File: src/rtl/spi_frame_rx.sv
// SPI slave frame receiver running entirely in the system clock domain.
// Oversamples sck/sdi/load, assembles a FRAME_W-bit frame and hands it off via valid/ack.
module spi_frame_rx #(
  parameter int WORD_W      = 16,
  parameter int NUM_WORDS   = 2,
  parameter int CPOL        = 0,
  parameter int SYNC_STAGES = 2
) (
  input  logic                          clk,
  input  logic                          reset_n,
  input  logic                          sck,
  input  logic                          sdi,
  input  logic                          load,
  output logic [WORD_W*NUM_WORDS-1:0]   data,
  output logic                          data_valid,
  input  logic                          data_ack,
  output logic                          busy,
  output logic                          frame_err,
  output logic                          overrun
);

  localparam int FRAME_W = WORD_W * NUM_WORDS;
  localparam int CNT_W   = $clog2(FRAME_W + 1);
  localparam logic [CNT_W-1:0] CNT_LAST = CNT_W'(FRAME_W - 1);

  typedef enum logic [1:0] {IDLE, SHIFT, COMMIT, HOLD} state_e;

  state_e                 state_q, state_d;
  logic [SYNC_STAGES-1:0] sck_sync_q, sdi_sync_q, load_sync_q, settle_q;
  logic                   sck_d_q, load_d_q;
  logic                   armed_q, armed_d;
  logic [FRAME_W-1:0]     sr_q, sr_d;
  logic [FRAME_W-1:0]     data_q, data_d;
  logic [CNT_W-1:0]       cnt_q, cnt_d;
  logic                   extra_q, extra_d;
  logic                   valid_q, valid_d;
  logic                   frame_err_q, frame_err_d;
  logic                   overrun_q, overrun_d;

  logic sck_s, sdi_s, load_s, settled, sample, load_rise;

  assign sck_s   = sck_sync_q[SYNC_STAGES-1];
  assign sdi_s   = sdi_sync_q[SYNC_STAGES-1];
  assign load_s  = load_sync_q[SYNC_STAGES-1];
  assign settled = settle_q[SYNC_STAGES-1];
  assign sample  = (CPOL == 0) ? (sck_s & ~sck_d_q) : (~sck_s & sck_d_q);

  // The sync chain reads 0 straight out of reset; a frame may only start once load
  // has genuinely been seen low, so a transfer already running at release is skipped.
  assign armed_d   = armed_q | (settled & ~load_s);
  assign load_rise = armed_q & load_s & ~load_d_q;

  always_ff @(posedge clk or negedge reset_n) begin
    if (!reset_n) begin
      sck_sync_q  <= '0;
      sdi_sync_q  <= '0;
      load_sync_q <= '0;
      settle_q    <= '0;
      sck_d_q     <= 1'b0;
      load_d_q    <= 1'b0;
      armed_q     <= 1'b0;
    end else begin
      sck_sync_q  <= {sck_sync_q[SYNC_STAGES-2:0], sck};
      sdi_sync_q  <= {sdi_sync_q[SYNC_STAGES-2:0], sdi};
      load_sync_q <= {load_sync_q[SYNC_STAGES-2:0], load};
      settle_q    <= {settle_q[SYNC_STAGES-2:0], 1'b1};
      sck_d_q     <= sck_s;
      load_d_q    <= load_s;
      armed_q     <= armed_d;
    end
  end

  always_ff @(posedge clk or negedge reset_n) begin
    if (!reset_n) begin
      state_q     <= IDLE;
      sr_q        <= '0;
      cnt_q       <= '0;
      data_q      <= '0;
      extra_q     <= 1'b0;
      valid_q     <= 1'b0;
      frame_err_q <= 1'b0;
      overrun_q   <= 1'b0;
    end else begin
      state_q     <= state_d;
      sr_q        <= sr_d;
      cnt_q       <= cnt_d;
      data_q      <= data_d;
      extra_q     <= extra_d;
      valid_q     <= valid_d;
      frame_err_q <= frame_err_d;
      overrun_q   <= overrun_d;
    end
  end

  always_comb begin
    state_d     = state_q;
    sr_d        = sr_q;
    cnt_d       = cnt_q;
    data_d      = data_q;
    extra_d     = extra_q;
    valid_d     = valid_q & ~data_ack;
    frame_err_d = 1'b0;
    overrun_d   = 1'b0;
    case (state_q)
      IDLE: begin
        if (load_rise) begin
          sr_d    = '0;
          cnt_d   = '0;
          extra_d = 1'b0;
          state_d = SHIFT;
        end
      end
      SHIFT: begin
        if (!load_s) begin
          frame_err_d = 1'b1;
          state_d     = IDLE;
        end else if (sample) begin
          sr_d  = {sr_q[FRAME_W-2:0], sdi_s};
          cnt_d = cnt_q + CNT_W'(1);
          if (cnt_q == CNT_LAST) state_d = COMMIT;
        end
      end
      COMMIT: begin
        // An ack landing in this cycle retires the old frame, so it is not an overrun.
        data_d    = sr_q;
        overrun_d = valid_q & ~data_ack;
        valid_d   = 1'b1;
        state_d   = HOLD;
      end
      HOLD: begin
        if (sample) extra_d = 1'b1;
        if (!load_s) begin
          frame_err_d = extra_q | sample;
          extra_d     = 1'b0;
          state_d     = IDLE;
        end
      end
      default: state_d = IDLE;
    endcase
  end

  assign data       = data_q;
  assign data_valid = valid_q;
  assign busy       = (state_q == SHIFT) || (state_q == HOLD);
  assign frame_err  = frame_err_q;
  assign overrun    = overrun_q;

endmodule

File: config.mk
export PLATFORM = sky130hd
export DESIGN_NAME = spi_frame_rx
export DESIGN_NICKNAME = d
export VERILOG_FILES = /design/src/rtl/spi_frame_rx.sv
export SDC_FILE = /design/constraint.sdc
export NUM_CORES = 1
export LEC_CHECK = 0
export CELL_PAD_IN_SITES_DETAIL_PLACEMENT = 0
export CELL_PAD_IN_SITES_GLOBAL_PLACEMENT = 1
export CORE_ASPECT_RATIO = 0.8
export CORE_UTILIZATION = 45
export CTS_BUF_LIST = sky130_fd_sc_hd__clkbuf_8
export DETAILED_ROUTE_END_ITERATION = 10
export PLACE_DENSITY_LB_ADDON = 0.1
export SLEW_MARGIN = 20
export SYNTH_ARGS = -nofsm -noshare
export SYNTH_HDL_FRONTEND = slang
export SYNTH_SLANG_ARGS = --single-unit
File: constraint.sdc
create_clock -name clk -period 2.04 [get_ports clk]
set_input_delay 0.408 -clock clk [delete_from_list [all_inputs] [get_ports clk]]
set_output_delay 0.408 -clock clk [all_outputs]
set_load 0.02 [all_outputs]
==> results.json, run 1 <==
{
  "finalWirelength_um": 5750,
  "core_um2": 7460,
  "drt_iter0_markers": 141,
  "root_buffer": "clkbuf_8",
  "avgSynthCellArea_um2": 10.9,
  "drv_cap": 0,
  "preCtsSetupSlack_ps": 331,
  "clockBufferDepth": 2,
  "cp_num_buf_inv": 1,
  "grt_first_pass_wirelength_um": 9930,
  "multi_input_area_um2": 1050,
  "grt_pass1_vias": 2098,
  "syn_to_final_growth_pct": 19.2,
  "die_x_um": 100,
  "cts_made_buffers": 9,
  "cp.required_ps": 1630,
  "cts_tree": "built",
  "cp-end-kind": "output pin",
  "cts_setup_buffers": 0,
  "power.total_uw": 3010,
  "synth_top_family_by_area": "simple AND/OR/NAND/NOR gates",
  "nets": 365,
  "clk_pin_slew_ps": 90,
  "ys_ff_latch": 87,
  "final_max_slew_viol_count": 0,
  "diodes": 0,
  "dr.pass1.iters": 4,
  "rsz0062_at_grt": "no",
  "cpPeakStageDelay_ps": 670,
  "ys_seq_area_frac": 0.624,
  "fill_cells": 688,
  "port_buffers": 41,
  "regArea_um2": 2180,
  "layout_setup_ws_ps": 99.0,
  "grt_max_degree": 42,
  "cts.sinks": 87,
  "critical_path_depth": 1,
  "ir_drop_mv": 0.323,
  "synth_nets": 326,
  "p_leak_uw": 0.00176,
  "synthAdderAreaFrac": 0.00359,
  "final_cells": 468,
  "synth_xor_area_frac": 0,
  "synth_warnings": 0,
  "ys_types": 34,
  "fin_crit_sh": 0.951,
  "route.vias.total": 2202,
  "drc": 0,
  "cts_resized": 0,
  "setup_tns_ps": 0,
  "critPathLaunch": "state_q[0]$_DFFE_PN0P_",
  "max_freq_ghz": 0.515,
  "slew_headroom": 0.644,
  "hold_class": "in2async",
  "synthMuxAreaShare": 0.0947,
  "status": "finished, final reports clean",
  "syn_inst": 319,
  "synth-simple-area-share": 0.111,
  "dp_cells": 452,
  "r2r-start": "state_q[0]$_DFFE_PN0P_",
  "reg2reg_depth": 4,
  "pin_count": 42,
  "gp_congestion": 0.748,
  "fin_crit_ps": 1940,
  "grt_overflow_total": 0,
  "start_util": 0.468,
  "setup_viol": 0,
  "synth-compound-area-share": 0.0868,
  "critPathMaxFanout": 11,
  "wl_per_cell_um": 12.3,
  "htree_levels": 3,
  "grt_usage": 0.162,
  "hold_violations": 0,
  "skew_ps": 8.65,
  "crit_type": "reg2out",
  "clk_latency_ps": 350,
  "crit_chain": "clkdlybuf4s50_1",
  "cp-start-kind": "register",
  "max_slew.worst_pin.slew_ps": 534,
  "antenna_found_initial": 0,
  "antenna_left": 0,
  "power.density_nw_per_um2": 723,
  "cp.arrival_ps": 1530,
  "cts_hold_buf": 0,
  "slowest_stage": "clkdlybuf4s50_1",
  "dp_hpwl_um": 3710,
  "num_rows": 28,
  "crit_family": "buffers and inverters",
  "die_area_um2": 8110,
  "fp.dieH_um": 80.8,
  "synthesis.area_um2": 3490,
  "drive_gt1_frac": 0.0771,
  "viasPerCell": 4.71
}
-- power breakdown --
group	leakage, uW	internal [uW]	switching [uW]	total [uW]
Clock	0.0000785	452	638	1090
Sequential	0.00118	1740	17.9	1760
Combinational	0.000497	58.4	95.4	154
-- cell usage after synthesis (all sizes together) --
master,n,area share
a211oi,1,0.0022
nand3,2,0.0029
a21oi,5,0.0082
dfrtp,87,0.62
a41oi,1,0.0025
a31oi,5,0.0090
nor4,1,0.0018
nand4bb,1,0.0032
nand2b,7,0.013
nor2,1,0.0011
buf,12,0.030
inv,38,0.041
ha,1,0.0036
or3b,1,0.0032
a311oi,1,0.0025
and3,1,0.0018
clkbuf,7,0.0075
o2bb2ai,1,0.0025
o21a,2,0.0043
mux2i,33,0.095
nand2,67,0.072
nor3,1,0.0014
nand3b,1,0.0022
and2,1,0.0018
and4bb,1,0.0036
a221oi,1,0.0025
o21ai,34,0.049
nor2b,2,0.0036
a21o,2,0.0043
conb,1,0.0011
-- final cells by class --
cell class | count | share of cell area
repair buffers | 47 | 0.115
well taps | 105 | 0.0316
clock buffers | 9 | 0.0298
inverters | 38 | 0.0343
multi-input cells | 175 | 0.252
flip-flops and latches | 87 | 0.523
clock inverters | 7 | 0.0135
-- path summary, 6_finish.rpt --
check | slack (ps) | endpoint
max | 100 | busy
min | 30 | data[23]$_DFFE_PN0P_
max reg2reg | 310 | sr_q[7]$_DFFE_PN0P_
min reg2reg | 350 | sdi_sync_q[1]$_DFF_PN0_
max in group asynchronous | 1430 | cnt_q[4]$_DFFE_PN0P_
min in group clk | 350 | sdi_sync_q[1]$_DFF_PN0_
-- sequential cells by signal (all words and copies together), names as in the netlist, named ones only --
signal       count
frame_err        1
cnt_q            6
data            32
extra_q          1
state_q          1
sr_q            32
settle_q         2
sck_d_q          1
armed_q          1
overrun          1
sdi_sync_q       2
load_sync_q      2
sck_sync_q       2
load_d_q         1
data_valid       1
-- layout by cell type (no fill, tap or decap) --
cell	synthesis	layout
nand3_1	2	2
nand3b_1	1	1
and3_1	1	1
buf_12	2	2
a211oi_1	1	1
inv_1	38	38
dfrtp_1	87	87
nand2b_2	0	1
mux2i_1	33	33
a31oi_1	5	5
clkdlybuf4s50_1	0	40
inv_6	0	2
a221oi_1	1	1
ha_1	1	1
and2_1	1	1
o21ai_0	34	34
o2bb2ai_1	1	1
buf_4	0	5
nor3_1	1	1
nor4_1	1	1
nand2_1	67	67
nor2b_2	0	1
clkinvlp_4	0	4
or3b_4	1	1
and4bb_2	1	1
clkbuf_8	0	9
nor2_1	1	1
conb_1	1	1
nand4bb_1	1	1
a21oi_4	0	1
a311oi_1	1	1
a21oi_1	4	4
nor2b_1	2	1
nand2b_1	7	6
clkinv_4	0	1
a21o_1	2	2
a41oi_1	1	1
o21a_1	2	2
-- layer usage --
metal,global-route usage,share of wire,vias up
met5,0,0,-
met3,0.0491,0.038,8
met4,0.0565,0.014,0
met1,0.213,0.50,1058
met2,0.258,0.45,36
li1,-,-,1100
-- metrics by stage --
stage	util	hold slack (ps)	area, um^2
floorplan	-	112	3490
global placement	0.533	333	3980
detailed placement	0.533	336	3980
CTS	0.557	42.6	4160
global route	0.557	63.8	4160
finish	0.557	30.1	4160
-- logic make-up (layout without fill, tap and decap cells) --
family | Yosys count | in the layout
flops | 87 | 87
simple gates | 87 | 87
buf+inv | 57 | 101
compound gates | 53 | 53
mux | 33 | 33
fa+ha+maj | 1 | 1
other cells | 1 | 1
Note: power is estimated with default switching activity, not from simulation.
==> inputs of run 2 (changes only) <==
--- a/config.mk
+++ b/config.mk
@@ -12,6 +12,7 @@
 export CTS_BUF_LIST = sky130_fd_sc_hd__clkbuf_8
 export DETAILED_ROUTE_END_ITERATION = 10
 export PLACE_DENSITY_LB_ADDON = 0.1
+export SKIP_LAST_GASP = 1
 export SLEW_MARGIN = 20
 export SYNTH_ARGS = -nofsm -noshare
 export SYNTH_HDL_FRONTEND = slang
==> constraint.sdc (replaced) <==
create_clock -name clk -period 2 [get_ports clk]
set_input_delay 0.6 -clock clk [delete_from_list [all_inputs] [get_ports clk]]
set_output_delay 0.6 -clock clk [all_outputs]
set_load 0.02 [all_outputs]
==> results.json, run 2 (same netlist as run 1, synthesis figures left out) <==
{
  "finalWirelength_um": 5920,
  "pin_count": 42,
  "dp_cells": 454,
  "p_leak_uw": 0.00179,
  "critPathLaunch": "data[29]$_DFFE_PN0P_",
  "grt_max_degree": 46,
  "start_util": 0.468,
  "nets": 367,
  "fin_crit_ps": 1940,
  "cp-end-kind": "output pin",
  "antenna_left": 0,
  "diodes": 0,
  "num_rows": 28,
  "cts_made_buffers": 9,
  "final_cell_mix": "dfrtp_1, nand2_1, inv_1, clkdlybuf4s50_1, o21ai_0",
  "crit_type": "reg2out",
  "cts_setup_buffers": 0,
  "clk_latency_ps": 340,
  "max_freq_ghz": 0.515,
  "whs_ps": 167,
  "fp.dieH_um": 80.8,
  "cts_tree": "built",
  "antenna_found_initial": 0,
  "r2r-start": "state_q[0]$_DFFE_PN0P_",
  "drive_gt1_frac": 0.0797,
  "cp_num_buf_inv": 1,
  "final_cells": 469,
  "cpPeakStageDelay_ps": 640,
  "cp-start-kind": "register",
  "wl_per_cell_um": 12.6,
  "drc": 0,
  "slowest_stage": "clkdlybuf4s50_1",
  "gp_congestion": 0.714,
  "drt_iter0_markers": 60,
  "cp.required_ps": 1400,
  "grt_first_pass_wirelength_um": 10300,
  "crit_family": "buffers and inverters",
  "hold_class": "in2async",
  "grt_usage": 0.167,
  "fin_crit_sh": 0.970,
  "cts.sinks": 87,
  "clockBufferDepth": 2,
  "drv_cap": 0,
  "clk_pin_slew_ps": 80,
  "setup_viol": 0,
  "port_buffers": 41,
  "rsz0062_at_grt": "no",
  "syn_to_final_growth_pct": 19.5,
  "dp_hpwl_um": 3850,
  "power.density_nw_per_um2": 721,
  "crit_chain": "clkdlybuf4s50_1",
  "root_buffer": "clkbuf_8",
  "final_max_slew_viol_count": 0,
  "dr.pass1.iters": 4,
  "core_um2": 7460,
  "status": "finished, final reports clean",
  "die_x_um": 100,
  "skew_ps": 5.16,
  "setup_tns_ps": 0,
  "grt_pass1_vias": 2199,
  "die_area_um2": 8110,
  "route.vias.total": 2179,
  "htree_levels": 3,
  "ir_drop_mv": 0.319,
  "hold_violations": 0,
  "final_common_cell": "dfrtp_1",
  "viasPerCell": 4.65,
  "fill_cells": 696,
  "cp.arrival_ps": 1340,
  "grt_overflow_total": 0,
  "critPathMaxFanout": 2
}
[run 2: cell count changes in the layout (fill, tap and decap cells not counted)]
| cell | delta |
|---|---|
| clkinv_4 | -1 |
| buf_4 | +1 |
| dfrtp_2 | +1 |
| inv_6 | -2 |
| clkbuf_8 | +1 |
| inv_1 | +1 |
| clkinv_2 | +3 |
| clkdlybuf4s50_1 | -1 |
| dfrtp_1 | -1 |
| buf_12 | +1 |
| clkinvlp_4 | -3 |
| dlygate4sd2_1 | +1 |
[run 2: timing repair]
action                     4_1_cts  5_1_grt
hold buffers                     0        0
setup endpoints to repair        1        0
gates resized for setup          2        0
[run 2: report_power, final]
| part | internal (uW) | switching, uW | leakage [uW] |
|---|---|---|---|
| logic | 61.2 | 101 | 0.000516 |
| registers | 1780 | 15.7 | 0.00118 |
| clock network | 468 | 583 | 0.0000891 |
| total | 2310 | 700 | 0.00179 |
[run 2: path summary, 6_finish.rpt]
| path | endpoint | slack, ps | cells after the start |
|---|---|---|---|
| max in group asynchronous | state_q[0]$_DFFE_PN0P_ | 1240 | 2 |
| worst max-delay path | data[29] | 60 | 1 |
| worst max register to register | sr_q[8]$_DFFE_PN0P_ | 290 | 4 |
| worst min-delay path | data[29]$_DFFE_PN0P_ | 170 | 1 |
| min in group clk | load_sync_q[1]$_DFF_PN0_ | 350 | 0 |
| worst min register to register | load_sync_q[1]$_DFF_PN0_ | 350 | 0 |
[run 2: area by class of cell]
| type | instances | area, um^2 | area share |
|---|---|---|---|
| Clock buffer | 10 | 138 | 0.0330 |
| Multi-Input combinational cell | 175 | 1050 | 0.252 |
| Timing Repair Buffer | 49 | 504 | 0.121 |
| Sequential cell | 87 | 2180 | 0.522 |
| Tap cell | 105 | 131 | 0.0315 |
| Clock inverter | 5 | 26.3 | 0.00630 |
| Inverter | 38 | 143 | 0.0342 |
[run 2: through the flow]
stage | utilization | cell area (um^2) | total power, uW | setup slack [ps]
floorplan | - | 3490 | 1930 | 535
global placement | 0.537 | 4010 | 2000 | 281
detailed placement | 0.537 | 4010 | 2000 | 243
CTS | 0.559 | 4170 | 3070 | 42.5
global route | 0.559 | 4170 | 3150 | 3.25
finish | 0.559 | 4170 | 3010 | 59.3
[run 2: routing by layer]
metal  global-route usage  part of all wire  routed length (um)
met4               0.0652             0.015                  89
met2                0.282              0.44                2630
met5                    0                 0                   0
met1                0.205              0.50                2960
met3               0.0516             0.041                 243
